`src/rtl/if_fetch_ctrl_pkg.sv`:
```
// Shared types for the instruction-fetch sequencer: the reset PC default,
// the entry stored in the fetch buffer and the sequencer state encoding.
package if_fetch_ctrl_pkg;

   localparam logic [31:0] RESET_PC_DEFAULT = 32'h0000_3000;

   typedef struct packed {
      logic [31:0] pc;
      logic [31:0] instr;
      logic        exc;
   } fetch_entry_t;

   typedef enum logic {
      ST_RUN  = 1'b0,
      ST_HALT = 1'b1
   } fetch_state_t;

endpackage

```
`src/rtl/if_fetch_ctrl_if.sv`:
```
// Fetch-side bus: instruction memory port, redirect request and the
// valid/ready stream of fetched entries toward decode.
interface if_fetch_ctrl_if;

   logic [31:0] im_addr;
   logic [31:0] im_data;
   logic        redirect_valid;
   logic [31:0] redirect_pc;
   logic        out_valid;
   logic        out_ready;
   logic [31:0] out_instr;
   logic [31:0] out_pc;
   logic        out_exc;

   // Fetch sequencer side.
   modport master (
      output im_addr,
      input  im_data,
      input  redirect_valid,
      input  redirect_pc,
      output out_valid,
      input  out_ready,
      output out_instr,
      output out_pc,
      output out_exc
   );

   // Memory / decode / redirect source side.
   modport slave (
      input  im_addr,
      output im_data,
      output redirect_valid,
      output redirect_pc,
      input  out_valid,
      output out_ready,
      input  out_instr,
      input  out_pc,
      input  out_exc
   );

endinterface

```
`src/rtl/if_fetch_ctrl_fetch_fifo.sv`:
```
// Circular fetch buffer. Flush wins over push/pop and rewinds both pointers.
// Storage carries no reset; the head output is forced to zero while empty
// so the visible outputs are clean straight out of reset.
module fetch_fifo
   import if_fetch_ctrl_pkg::*;
#(
   parameter int DEPTH = 2
) (
   input  logic                   clk,
   input  logic                   reset,
   input  logic                   push,
   input  fetch_entry_t           push_entry,
   input  logic                   pop,
   input  logic                   flush,
   output logic [$clog2(DEPTH):0] count,
   output logic                   head_valid,
   output fetch_entry_t           head
);

   localparam int PTR_W = $clog2(DEPTH);
   localparam int CNT_W = PTR_W + 1;
   localparam logic [CNT_W-1:0] FULL_CNT = CNT_W'(DEPTH);

   logic [PTR_W-1:0] wr_ptr_q, wr_ptr_d;
   logic [PTR_W-1:0] rd_ptr_q, rd_ptr_d;
   logic [CNT_W-1:0] count_q, count_d;
   fetch_entry_t     mem_q [DEPTH];
   fetch_entry_t     mem_d [DEPTH];
   logic             pop_ok;
   logic             push_ok;

   // Next-state for pointers, occupancy and storage.
   always_comb begin
      wr_ptr_d = wr_ptr_q;
      rd_ptr_d = rd_ptr_q;
      count_d  = count_q;
      mem_d    = mem_q;
      pop_ok   = pop && (count_q != '0);
      push_ok  = push && ((count_q != FULL_CNT) || pop_ok);
      if (flush) begin
         wr_ptr_d = '0;
         rd_ptr_d = '0;
         count_d  = '0;
      end else begin
         if (push_ok) begin
            mem_d[wr_ptr_q] = push_entry;
            wr_ptr_d        = wr_ptr_q + PTR_W'(1);
         end
         if (pop_ok) begin
            rd_ptr_d = rd_ptr_q + PTR_W'(1);
         end
         case ({push_ok, pop_ok})
            2'b10:   count_d = count_q + CNT_W'(1);
            2'b01:   count_d = count_q - CNT_W'(1);
            default: count_d = count_q;
         endcase
      end
   end

   // Control registers with asynchronous reset.
   always_ff @(posedge clk or posedge reset) begin
      if (reset) begin
         wr_ptr_q <= '0;
         rd_ptr_q <= '0;
         count_q  <= '0;
      end else begin
         wr_ptr_q <= wr_ptr_d;
         rd_ptr_q <= rd_ptr_d;
         count_q  <= count_d;
      end
   end

   // Entry storage, data only.
   always_ff @(posedge clk) begin
      mem_q <= mem_d;
   end

   assign count      = count_q;
   assign head_valid = (count_q != '0);
   assign head       = head_valid ? mem_q[rd_ptr_q] : '0;

endmodule

```
`src/rtl/if_fetch_ctrl.sv`:
```
// Instruction-fetch sequencer: owns the PC, addresses the combinational
// instruction memory and queues {pc, instr, exc} entries toward decode.
// A fetch from an illegal address is queued once as an exception entry
// with a zero instruction, after which fetching stops until a redirect.
module if_fetch_ctrl
   import if_fetch_ctrl_pkg::*;
#(
   parameter logic [31:0] RESET_PC = RESET_PC_DEFAULT,
   parameter int          IM_WORDS = 4096,
   parameter int          DEPTH    = 2
) (
   input  logic           clk,
   input  logic           reset,
   if_fetch_ctrl_if.master bus
);

   localparam int CNT_W = $clog2(DEPTH) + 1;
   localparam logic [CNT_W-1:0] FULL_CNT = CNT_W'(DEPTH);
   localparam logic [31:0] LAST_PC = RESET_PC + 32'(4 * IM_WORDS) - 32'd4;

   // Illegal fetch: misaligned or outside the instruction memory window.
   function automatic logic is_fault(input logic [31:0] pc);
      return (pc[1:0] != 2'b00) || (pc < RESET_PC) || (pc > LAST_PC);
   endfunction

   logic [31:0]      pc_q, pc_d;
   fetch_state_t     state_q, state_d;
   logic [CNT_W-1:0] fifo_count;
   logic             head_valid;
   fetch_entry_t     head;
   fetch_entry_t     push_entry;
   logic             push;
   logic             pop;
   logic             flush;
   logic             fetch_fault;

   // Fetch decision: redirect first, then push when the buffer has room.
   always_comb begin
      pop         = head_valid && bus.out_ready;
      fetch_fault = is_fault(pc_q);
      push_entry  = '{pc: pc_q, instr: (fetch_fault ? 32'd0 : bus.im_data), exc: fetch_fault};
      push        = 1'b0;
      flush       = 1'b0;
      pc_d        = pc_q;
      state_d     = state_q;
      if (bus.redirect_valid) begin
         flush   = 1'b1;
         pc_d    = bus.redirect_pc;
         state_d = ST_RUN;
      end else if ((state_q == ST_RUN) && ((fifo_count != FULL_CNT) || pop)) begin
         push = 1'b1;
         if (fetch_fault) begin
            state_d = ST_HALT;
         end else begin
            pc_d = pc_q + 32'd4;
         end
      end
   end

   // PC and sequencer state.
   always_ff @(posedge clk or posedge reset) begin
      if (reset) begin
         pc_q    <= RESET_PC;
         state_q <= ST_RUN;
      end else begin
         pc_q    <= pc_d;
         state_q <= state_d;
      end
   end

   fetch_fifo #(
      .DEPTH (DEPTH)
   ) u_fifo (
      .clk        (clk),
      .reset      (reset),
      .push       (push),
      .push_entry (push_entry),
      .pop        (pop),
      .flush      (flush),
      .count      (fifo_count),
      .head_valid (head_valid),
      .head       (head)
   );

   assign bus.im_addr   = pc_q;
   assign bus.out_valid = head_valid;
   assign bus.out_pc    = head.pc;
   assign bus.out_instr = head.instr;
   assign bus.out_exc   = head.exc;

endmodule

```
`src/flat_wrapper.sv`:
```
// flat-port wrapper written by rule: the top's interface ports become plain ports
module if_fetch_ctrl_flat import if_fetch_ctrl_pkg::*;
#(
   parameter logic [31:0] RESET_PC = RESET_PC_DEFAULT,
   parameter int          IM_WORDS = 4096,
   parameter int          DEPTH    = 2
)
  (clk, reset, bus_im_addr, bus_im_data, bus_redirect_valid, bus_redirect_pc, bus_out_valid, bus_out_ready, bus_out_instr, bus_out_pc, bus_out_exc);
  if_fetch_ctrl_if bus_i ();
  input  logic clk;
  input  logic reset;
  output wire logic [$bits(bus_i.im_addr)-1:0] bus_im_addr;
  input wire logic [$bits(bus_i.im_data)-1:0] bus_im_data;
  input wire logic [$bits(bus_i.redirect_valid)-1:0] bus_redirect_valid;
  input wire logic [$bits(bus_i.redirect_pc)-1:0] bus_redirect_pc;
  output wire logic [$bits(bus_i.out_valid)-1:0] bus_out_valid;
  input wire logic [$bits(bus_i.out_ready)-1:0] bus_out_ready;
  output wire logic [$bits(bus_i.out_instr)-1:0] bus_out_instr;
  output wire logic [$bits(bus_i.out_pc)-1:0] bus_out_pc;
  output wire logic [$bits(bus_i.out_exc)-1:0] bus_out_exc;
  assign bus_im_addr = bus_i.im_addr;
  assign bus_i.im_data = bus_im_data;
  assign bus_i.redirect_valid = bus_redirect_valid;
  assign bus_i.redirect_pc = bus_redirect_pc;
  assign bus_out_valid = bus_i.out_valid;
  assign bus_i.out_ready = bus_out_ready;
  assign bus_out_instr = bus_i.out_instr;
  assign bus_out_pc = bus_i.out_pc;
  assign bus_out_exc = bus_i.out_exc;
  if_fetch_ctrl #(.RESET_PC(RESET_PC), .IM_WORDS(IM_WORDS), .DEPTH(DEPTH)) u_core (.clk(clk), .reset(reset), .bus(bus_i));
endmodule
```
`config.mk`:
```
export PLATFORM = sky130hd
export DESIGN_NAME = if_fetch_ctrl_flat
export DESIGN_NICKNAME = d
export VERILOG_FILES = /design/src/rtl/if_fetch_ctrl_pkg.sv /design/src/rtl/if_fetch_ctrl_if.sv /design/src/rtl/if_fetch_ctrl_fetch_fifo.sv /design/src/rtl/if_fetch_ctrl.sv /design/src/flat_wrapper.sv
export SDC_FILE = /design/constraint.sdc
export NUM_CORES = 1
export LEC_CHECK = 0
export BUFFER_PORTS_ARGS = -buffer_cell sky130_fd_sc_hd__buf_2
export CAP_MARGIN = 20
export CORE_MARGIN = 2
export CORE_UTILIZATION = 50
export CTS_BUF_LIST = sky130_fd_sc_hd__clkbuf_2 sky130_fd_sc_hd__clkbuf_4 sky130_fd_sc_hd__clkbuf_8
export DETAILED_ROUTE_END_ITERATION = 7
export MAX_ROUTING_LAYER = met4
export PLACE_DENSITY = 0.78
export SLEW_MARGIN = 20
export SYNTH_ARGS = -nofsm -noshare
export SYNTH_HDL_FRONTEND = slang
export SYNTH_SLANG_ARGS = --single-unit
```
`constraint.sdc`:
```
create_clock -name clk -period 4 [get_ports clk]
set_clock_uncertainty 0.15 [all_clocks]
set_input_delay 0.4 -clock clk [delete_from_list [all_inputs] [get_ports clk]]
set_output_delay 0.4 -clock clk [all_outputs]
set_load 0.02 [all_outputs]
```
==> reports/metrics.cfg, run 1 <==
[synth]
synth_mux_area_frac=0.119
netlist_area_um2=7360
synth_flop_cell=edfxtp_1
ys_ff_latch=167
yosys_warnings=0
synth_adder_area_share=0.00340
yosysUniqueCellTypes=50
synth_edf_count=130
synth_area_leaders=edfxtp_1, dfrtp_1, mux2i_1
syn-instance-count=541
netlist.top_cell.by_area=edfxtp_1
syn_nets=611
synth_top_area_frac=0.530
synth_top_family_by_area=simple AND/OR/NAND/NOR gates
synth-compound-area-share=0.0360
synth_commonest_cells=edfxtp_1, nor2_1, mux2i_1, and3_1, dfrtp_1
ys_seq_area_frac=0.656
post-synth-top-count-cell=edfxtp_1
ys_async_sr_fraction=0.222
synth.avg_cell_area_um2=13.6
synth-simple-area-share=0.127
synth_xor_area_frac=0.00476

[timing]
fmax_ghz=0.390
fin_crit_ns=2.56
whs_ns=0.0412
grt_setup_unrepaired=false
maxSlewViolCount=0
slew_headroom=0.379
finalHoldViolations=0
setup_viol=0
setup-tns-final_ns=0
worstMarginPinSlew_ns=0.932
fin_crit_sh=0.641

[routing]
wirelength_um=15600
firstDrtPassIters=5
drt_first_iter_violations=389
drc=0
vias=4804
detail-route-antenna-nets=0
avgViaCountPerCell=5.49
wl_per_cell_um=17.8

[global_route]
grt_pass1_wl_um=24900
grt_usage=0.207
grt_pass1_vias=4823
grt_antenna_before_repair=1
grt_overflow=0
grt_max_degree=67

[floorplanning]
num_rows=44
coreArea_um2=14500
chipWidth_um=125
die_area_um2=15700
start_util=0.508
ioPinCount=166
die_h_um=125

[critical_path]
r2r_slack_ns=1.55
criticalPathCategory=reg2out
r2r-end=u_core.bus.im_addr[8]
worstSetupStartpointType=register
crit_start=u_core.u_fifo.rd_ptr_q
arrival_ns=2.01
cp-end-kind=output port
path_max_fanout=44
worstPathRequired_ns=3.45
worst-r2r-cell-count=4
rr_startpoint=u_core.bus.im_addr[24]

[pwr]
power.density_nw_per_um2=597
leakagePower_uw=0.00349
ir_worst_vdd_uv=461

[finish]
register_area_um2=4840
area_growth_syn_to_layout_pct=18.4
final_nets=747
drive_gt1_frac=0.345
stdcell_area_um2=8710
fill_cells=1165
multi_input_area_um2=2150

[cts]
cts_made_buffers=17
ctsRootBufferMaster=clkbuf_8
h-tree-depth=4
cts.sinks=167
cts_tree=built
clkSlewWorstSetupHoldPaths_ns=0.08
cts_buffer_depth=2
clock_latency_ns=0.44
cts_resized=0

[worst_hold_path]
hold_path_end=u_core.bus.im_addr[15]
min_path_cells=2
hold_path.class=in2reg
holdCritStartpoint=bus_redirect_pc[15]

[status]
status=complete, no violations

[flow_run]
cap_violations=0

[placement]
dp.final_hpwl_um=9930
dpl_cell_area_um2=8120
gp_congestion=0.853
port_buffers=165

[routing by layer]
| metal | track usage | share of wire |
|---|---|---|
| met1 | 0.268 | 0.43 |
| met2 | 0.327 | 0.49 |
| met3 | 0.0432 | 0.061 |
| met4 | 0.0771 | 0.016 |
| met5 | - | 0 |
[power breakdown]
| group | switching (µW) | internal, µW | leakage (µW) |
|---|---|---|---|
| combinational | 1030 | 561 | 0.00163 |
| sequential | 147 | 2030 | 0.00161 |
| clock | 590 | 848 | 0.000251 |
[final cells by class]
class | count | share of cell area
clock buffers | 20 | 0.0309
flip-flops and latches | 167 | 0.555
repair buffers | 180 | 0.112
clock inverters | 12 | 0.0254
well taps | 184 | 0.0264
inverters | 7 | 0.00302
diodes | 1 | 0.000287
multi-input cells | 304 | 0.247
[cells by family after synthesis]
logic type / Yosys count
muxes: 85
xor gates and xnor gates: 4
AOI/OAI and AO/OA: 38
DFF: 167
and+or+nand+nor: 175
adders and majority gates: 2
buffers and inverters: 70
[sequential cells by signal, summed over array words and instances, names as in the netlist]
signal                  cells
u_core.u_fifo.count         2
u_core.bus.im_addr         32
u_core.u_fifo.mem_q       130
u_core.u_fifo.rd_ptr_q      1
u_core.u_fifo.wr_ptr_q      1
u_core.state_q              1
[repair_timing]
item | CTS | global route
hold buffers | 7 | 0
hold endpoints to repair | 23 | 0
setup buffers | 0 | 0
setup endpoints to repair | 0 | 0
[worst max-delay path: stages, from the launching register on]
cell and delay [ns]:
dfrtp_4 0.71, buf_16 0.33, mux2i_1 0.26, nor2_1 0.06, buf_2 0.19
[placed cells by master, fill, tap and decap left out, types with 9 or more instances in the layout]
master      n
mux2i_1    67
and3_1     35
clkbuf_8   19
edfxtp_1  130
mux2_2     18
a21oi_1     9
dfrtp_1    34
buf_2     165
nand3_1     9
nor2_1     82
[how the worst max path moves through the flow]
stage                                     to  slack [ns]  cells past startpoint
global placement     u_core.u_fifo.mem_q[64]        1.65                      3
detailed placement     u_core.bus.im_addr[2]        1.53                      4
finish                     bus_out_instr[25]        1.44                      4
CTS                           bus_out_pc[19]        1.14                      3
global route                   bus_out_pc[0]        1.29                      4
floorplan           u_core.u_fifo.mem_q[100]        0.58                      5
[through the flow]
step / total power (µW) / cells / setup WS (ns) / utilization
floorplan: 3310 / 541 / 0.582 / -
global placement: 3780 / 834 / 1.65 / 0.561
detailed placement: 3810 / 834 / 1.53 / 0.561
CTS: 5250 / 873 / 1.14 / 0.600
global route: 5460 / 875 / 1.29 / 0.602
finish: 5210 / 875 / 1.44 / 0.602
Power figures use the tool's default switching activity.
==> run 2: changes to the inputs <==
clock period = 2.1 ns   (was 4 ns; I/O delays follow)
==> run 2 against run 1 <==
  * The flow now finishes with violations (setup timing)
  * Core utilization rose by 8.4 points
  * Sequential cell count did not move
  * Worst hold slack improved by 0.040 ns
  * Non-clock buffer count rose by 110
  * Critical path depth rose by 1
  * Critical path type is now reg2reg
  * Largest power group unchanged
==> reports/metrics.cfg, run 2 (same netlist as run 1, synthesis figures left out) <==
[status]
status=finished with violations
violations=setup timing

[routing]
vias=5388  ; +12%
avgViaCountPerCell=5.47  ; -0.37%
drc=0  ; unchanged
drt_first_iter_violations=505  ; +30%
wirelength_um=18400  ; +18%
firstDrtPassIters=5  ; unchanged
detail-route-antenna-nets=0  ; unchanged
wl_per_cell_um=18.7  ; +4.8%

[finish]
fill_cells=1016  ; -13%
final_common_cell=buf_2
drive_gt1_frac=0.397  ; +0.0521
fin_util=0.686  ; +0.0844
final_nets=858  ; +15%
top_register=u_core.u_fifo.mem_q
final_cell_mix=buf_2, edfxtp_1, nor2_1
diodes=0  ; -1
largest_reg_flops=130  ; unchanged
area_growth_syn_to_layout_pct=35.0

[cts]
cts.sinks=167  ; unchanged
ctsRootBufferMaster=clkbuf_8
cts_tree=built
clock_latency_ns=0.45  ; about the same
clkSlewWorstSetupHoldPaths_ns=0.09  ; about the same
h-tree-depth=4  ; unchanged
cts_buffer_depth=2  ; unchanged
cts_made_buffers=17  ; unchanged

[floorplanning]
die_h_um=125  ; unchanged
ioPinCount=166  ; unchanged
coreArea_um2=14500  ; unchanged
die_area_um2=15700  ; unchanged
chipWidth_um=125  ; unchanged
num_rows=44  ; unchanged
start_util=0.508  ; unchanged

[timing]
worstMarginPinSlew_ns=0.502  ; -0.430 ns
layout_setup_ws_ns=-0.0120  ; -1.45 ns
whs_ns=0.0813  ; +0.0401 ns
fin_crit_sh=1.01
setup_viol=2  ; +2
grt_setup_unrepaired=true
maxSlewViolCount=0  ; unchanged
setup-tns-final_ns=-0.0211  ; -0.0211 ns
fmax_ghz=0.473
slew_headroom=0.665  ; +0.286
fin_crit_ns=2.11
finalHoldViolations=0  ; unchanged

[pwr]
clkPwrFrac=0.234  ; -0.042
ir_worst_vdd_uv=640  ; +39%
p_comb_frac=0.366  ; +0.061
leakagePower_uw=0.00400  ; +15%
sw_frac_of_total=0.354  ; +0.0152
internal-power_uw=6580  ; +91%
power_frac_seq=0.400  ; -0.018
power.density_nw_per_um2=1030  ; +72%
total_power_uw=10200  ; +96%
p_switching_uw=3610  ; +100%

[global_route]
grt_pass1_vias=5438  ; +13%
grt_pass1_wl_um=27300  ; +9.7%
grt_max_degree=46  ; -31%
grt_overflow=0  ; unchanged
grt_usage=0.229  ; +0.0216
grt_antenna_before_repair=0  ; -1

[critical_path]
r2r_slack_ns=-0.01  ; -1.56 ns
cp-end-kind=register
arrival_ns=2.32  ; +0.31 ns
criticalPathCategory=reg2reg
path_max_fanout=4  ; -91%
worstPathRequired_ns=2.31  ; -1.14 ns
worstSetupStartpointType=register

[placement]
gp_congestion=0.916  ; +7.4%
port_buffers=165  ; unchanged
dp.final_hpwl_um=10700  ; +8.2%

[worst_hold_path]
hold_path.class=in2reg

[flow_run]
cap_violations=0  ; unchanged

## run 2: cell types whose count changed in the layout (fill, tap and decap cells not counted), moves of 4 or more
| cell | previous run | this run |
|---|---|---|
| dlygate4sd3_1 | 7 | 65 |
| buf_4 | 7 | 46 |
| dfrtp_1 | 34 | 27 |
| buf_6 | 0 | 4 |
| buf_12 | 0 | 10 |
| dfrtp_2 | 0 | 7 |
## run 2: worst paths after layout
check                                            start                      end  depth (start not counted)
worst max-delay path            u_core.bus.im_addr[19]    u_core.bus.im_addr[9]                          5
worst min-delay path                bus_redirect_valid   u_core.u_fifo.count[0]                          3
worst max register to register  u_core.bus.im_addr[19]    u_core.bus.im_addr[9]                          5
worst min register to register  u_core.bus.im_addr[26]  u_core.u_fifo.mem_q[59]                          0
max in group asynchronous                        reset   u_core.u_fifo.rd_ptr_q                          4
min in group asynchronous                        reset   u_core.bus.im_addr[17]                          4
## run 2: per-layer routing
layer  vias to the layer above  track usage  routed length [µm]
li1                       2470            -                   -
met1                      2611        0.274                7240
met2                       269        0.386                9430
met3                        38       0.0531                1280
met4                         0       0.0752                 426
met5                         -            -                   0
## run 2: power groups by stage
stage,Clock (µW),Combinational [µW],Sequential [µW]
CTS,2430,3630,4080
global route,2550,3980,4110
global placement,0,3220,4140
floorplan,0,2250,4070
finish,2390,3730,4080
detailed placement,0,3250,4170
## run 2: stage by stage
stage | worst slack [ns] | instances | instance area (µm²)
after floorplan | -0.268 | 541 | 7390
after global placement | -0.0273 | 863 | 8470
after detailed placement | -0.115 | 863 | 8470
after CTS | -0.00221 | 971 | 9710
after global routing | -0.0932 | 985 | 9940
final | -0.0120 | 985 | 9940
## run 2: final cells by class
class	instances	area, µm²	share of cell area
Multi-Input combinational cell	305	2330	0.234
Timing Repair Buffer	290	2090	0.210
Tap cell	184	230	0.0232
Clock buffer	20	269	0.0271
Clock inverter	12	151	0.0152
Inverter	7	26.3	0.00264
Sequential cell	167	4840	0.488
## run 2: critical path: stages, from the launching register on
cell	delay, ns
dfrtp_2	0.44
nor4_4	0.38
buf_4	0.20
o2111ai_4	0.13
or4_1	0.55
a31oi_1	0.17
## run 2: repair_timing
item                                    CTS  global route
hold endpoints to repair                131             0
cloned                                    2             1
resized for setup                        12            30
pin swaps                                 4            11
setup buffers                             9            13
endpoints found under the setup margin   71            66
hold buffers                             65             0
==> run 3: changes to the inputs <==
MAX_ROUTING_LAYER = unset   (was met4)
==> run 3 against run 2 <==
  * The flow still finishes with violations (setup timing)
  * Total power decreased by 0.18%
  * Final cell count up 0.20%
  * Fmax shrank 0.33%
  * Via count fell by 0.13%
  * Largest cell class unchanged
  * Sequential cell count did not move
  * Die area is the same
  * Sequential share of layout area is 0.073 points lower
  * Core utilization grew 0.12 points
==> reports/metrics.cfg, run 3 (same netlist as run 1, synthesis figures left out) <==
[timing]
fin_crit_sh=1.01  ; +0.00336
worstMarginPinSlew_ns=0.527  ; +0.0249 ns
fmax_ghz=0.472  ; -0.33%
slew_headroom=0.648  ; -0.0166
layout_setup_ws_ns=-0.0191  ; -0.00706 ns
setup_viol=2  ; unchanged
grt_setup_unrepaired=true
finalHoldViolations=0  ; unchanged
maxSlewViolCount=0  ; unchanged
fin_crit_ns=2.12  ; +0.00706 ns
whs_ns=0.0964  ; +0.0151 ns

[pwr]
power.density_nw_per_um2=1020  ; -0.36%
total_power_uw=10200  ; -0.18%
leakagePower_uw=0.00401  ; +0.24%
ir_worst_vdd_uv=638  ; -0.21%

[global_route]
grt_overflow=0  ; unchanged
grt_usage=0.222  ; -0.00705
grt_antenna_before_repair=0  ; unchanged
grt_max_degree=46  ; unchanged
grt_pass1_wl_um=27300  ; about the same
grt_pass1_vias=5424  ; -0.26%

[floorplanning]
start_util=0.508  ; unchanged
chipWidth_um=125  ; unchanged
coreArea_um2=14500  ; unchanged
num_rows=44  ; unchanged
ioPinCount=166  ; unchanged
die_area_um2=15700  ; unchanged
die_h_um=125  ; unchanged

[finish]
multi_input_area_um2=2320  ; -0.11%
final_cell_mix=buf_2, edfxtp_1, nor2_1
register_area_um2=4850  ; about the same
top_register=u_core.u_fifo.mem_q
area_growth_syn_to_layout_pct=35.2
drive_gt1_frac=0.402  ; +0.00524
final_common_cell=buf_2
diodes=0  ; unchanged
fill_cells=1007  ; -0.89%
largest_reg_flops=130  ; unchanged
final_nets=860  ; +0.23%

[critical_path]
worstSetupStartpointType=register
path_max_fanout=4  ; unchanged
arrival_ns=2.32  ; about the same
cp-end-kind=register
worstPathRequired_ns=2.30  ; about the same
criticalPathCategory=reg2reg

[cts]
cts_buffer_depth=2  ; unchanged
clkSlewWorstSetupHoldPaths_ns=0.09  ; about the same
clock_latency_ns=0.45  ; about the same
cts_made_buffers=17  ; unchanged
ctsRootBufferMaster=clkbuf_8
h-tree-depth=4  ; unchanged
cts_tree=built
cts.sinks=167  ; unchanged

[routing]
avgViaCountPerCell=5.45  ; -0.33%
detail-route-antenna-nets=0  ; unchanged
wl_per_cell_um=18.4  ; -1.4%
drc=0  ; unchanged
wirelength_um=18200  ; -1.2%
vias=5381  ; -0.13%
firstDrtPassIters=5  ; unchanged
drt_first_iter_violations=432  ; -14%

[placement]
gp_congestion=0.900  ; -1.7%
dp.final_hpwl_um=10700  ; unchanged
port_buffers=165  ; unchanged

[flow_run]
cap_violations=0  ; unchanged

[status]
status=finished with violations
violations=setup timing

[worst_hold_path]
hold_path.class=in2reg

## run 3: metal layers
metal	wire length [µm]	track usage
met5	0	0
met2	9370	0.386
met1	7230	0.271
met3	1250	0.0573
met4	319	0.0752
## run 3: stage by stage
stage | cell area (µm²) | setup TNS (ns) | utilization | setup WS, ns | instances
after floorplan | 7390 | -23.95 | - | -0.268 | 541
after global placement | 8470 | -0.124 | 0.585 | -0.0273 | 863
after detailed placement | 8470 | -0.452 | 0.585 | -0.115 | 863
after CTS | 9710 | -0.00221 | 0.670 | -0.00221 | 971
after global routing | 9950 | -0.361 | 0.688 | -0.0710 | 987
final | 9950 | -0.0279 | 0.688 | -0.0191 | 987
## run 3: layout make-up
| type | count | area share |
|---|---|---|
| clock buffers | 20 | 0.0270 |
| clock inverters | 12 | 0.0152 |
| inverters | 7 | 0.00264 |
| multi-input cells | 305 | 0.233 |
| flip-flops and latches | 167 | 0.487 |
| well taps | 184 | 0.0231 |
| repair buffers | 292 | 0.212 |
## run 3: repair_timing
item,in CTS,in global routing
cloned,2,1
buffers inserted,9,15
endpoints found under the hold margin,131,0
endpoints found under the setup margin,71,67
resized for setup,12,33
hold buffers,65,0
pin swaps,4,11
## run 3: final timing paths
path                                        start                 endpoint  slack, ns  cells past startpoint
max                        u_core.bus.im_addr[19]    u_core.bus.im_addr[9]      -0.02                      5
min                            bus_redirect_valid   u_core.u_fifo.count[0]        0.1                      3
max reg2reg                u_core.bus.im_addr[19]    u_core.bus.im_addr[9]      -0.02                      5
min reg2reg                u_core.bus.im_addr[26]  u_core.u_fifo.mem_q[59]       0.37                      0
max in group asynchronous                   reset   u_core.u_fifo.rd_ptr_q       1.10                      4
min in group asynchronous                   reset   u_core.bus.im_addr[24]       0.28                      4
## run 3: power by group
part | internal (µW) | switching, µW | total, µW
logic | 1460 | 2260 | 3720
clock network | 1250 | 1130 | 2380
registers | 3870 | 204 | 4080
total | 6580 | 3590 | 10200
## run 3: worst max-delay path: stages (launching register included)
cell and delay [ns]:
dfrtp_2 0.44, nor4_4 0.38, buf_4 0.18, o2111ai_2 0.15
or4_1 0.55, a31oi_1 0.17
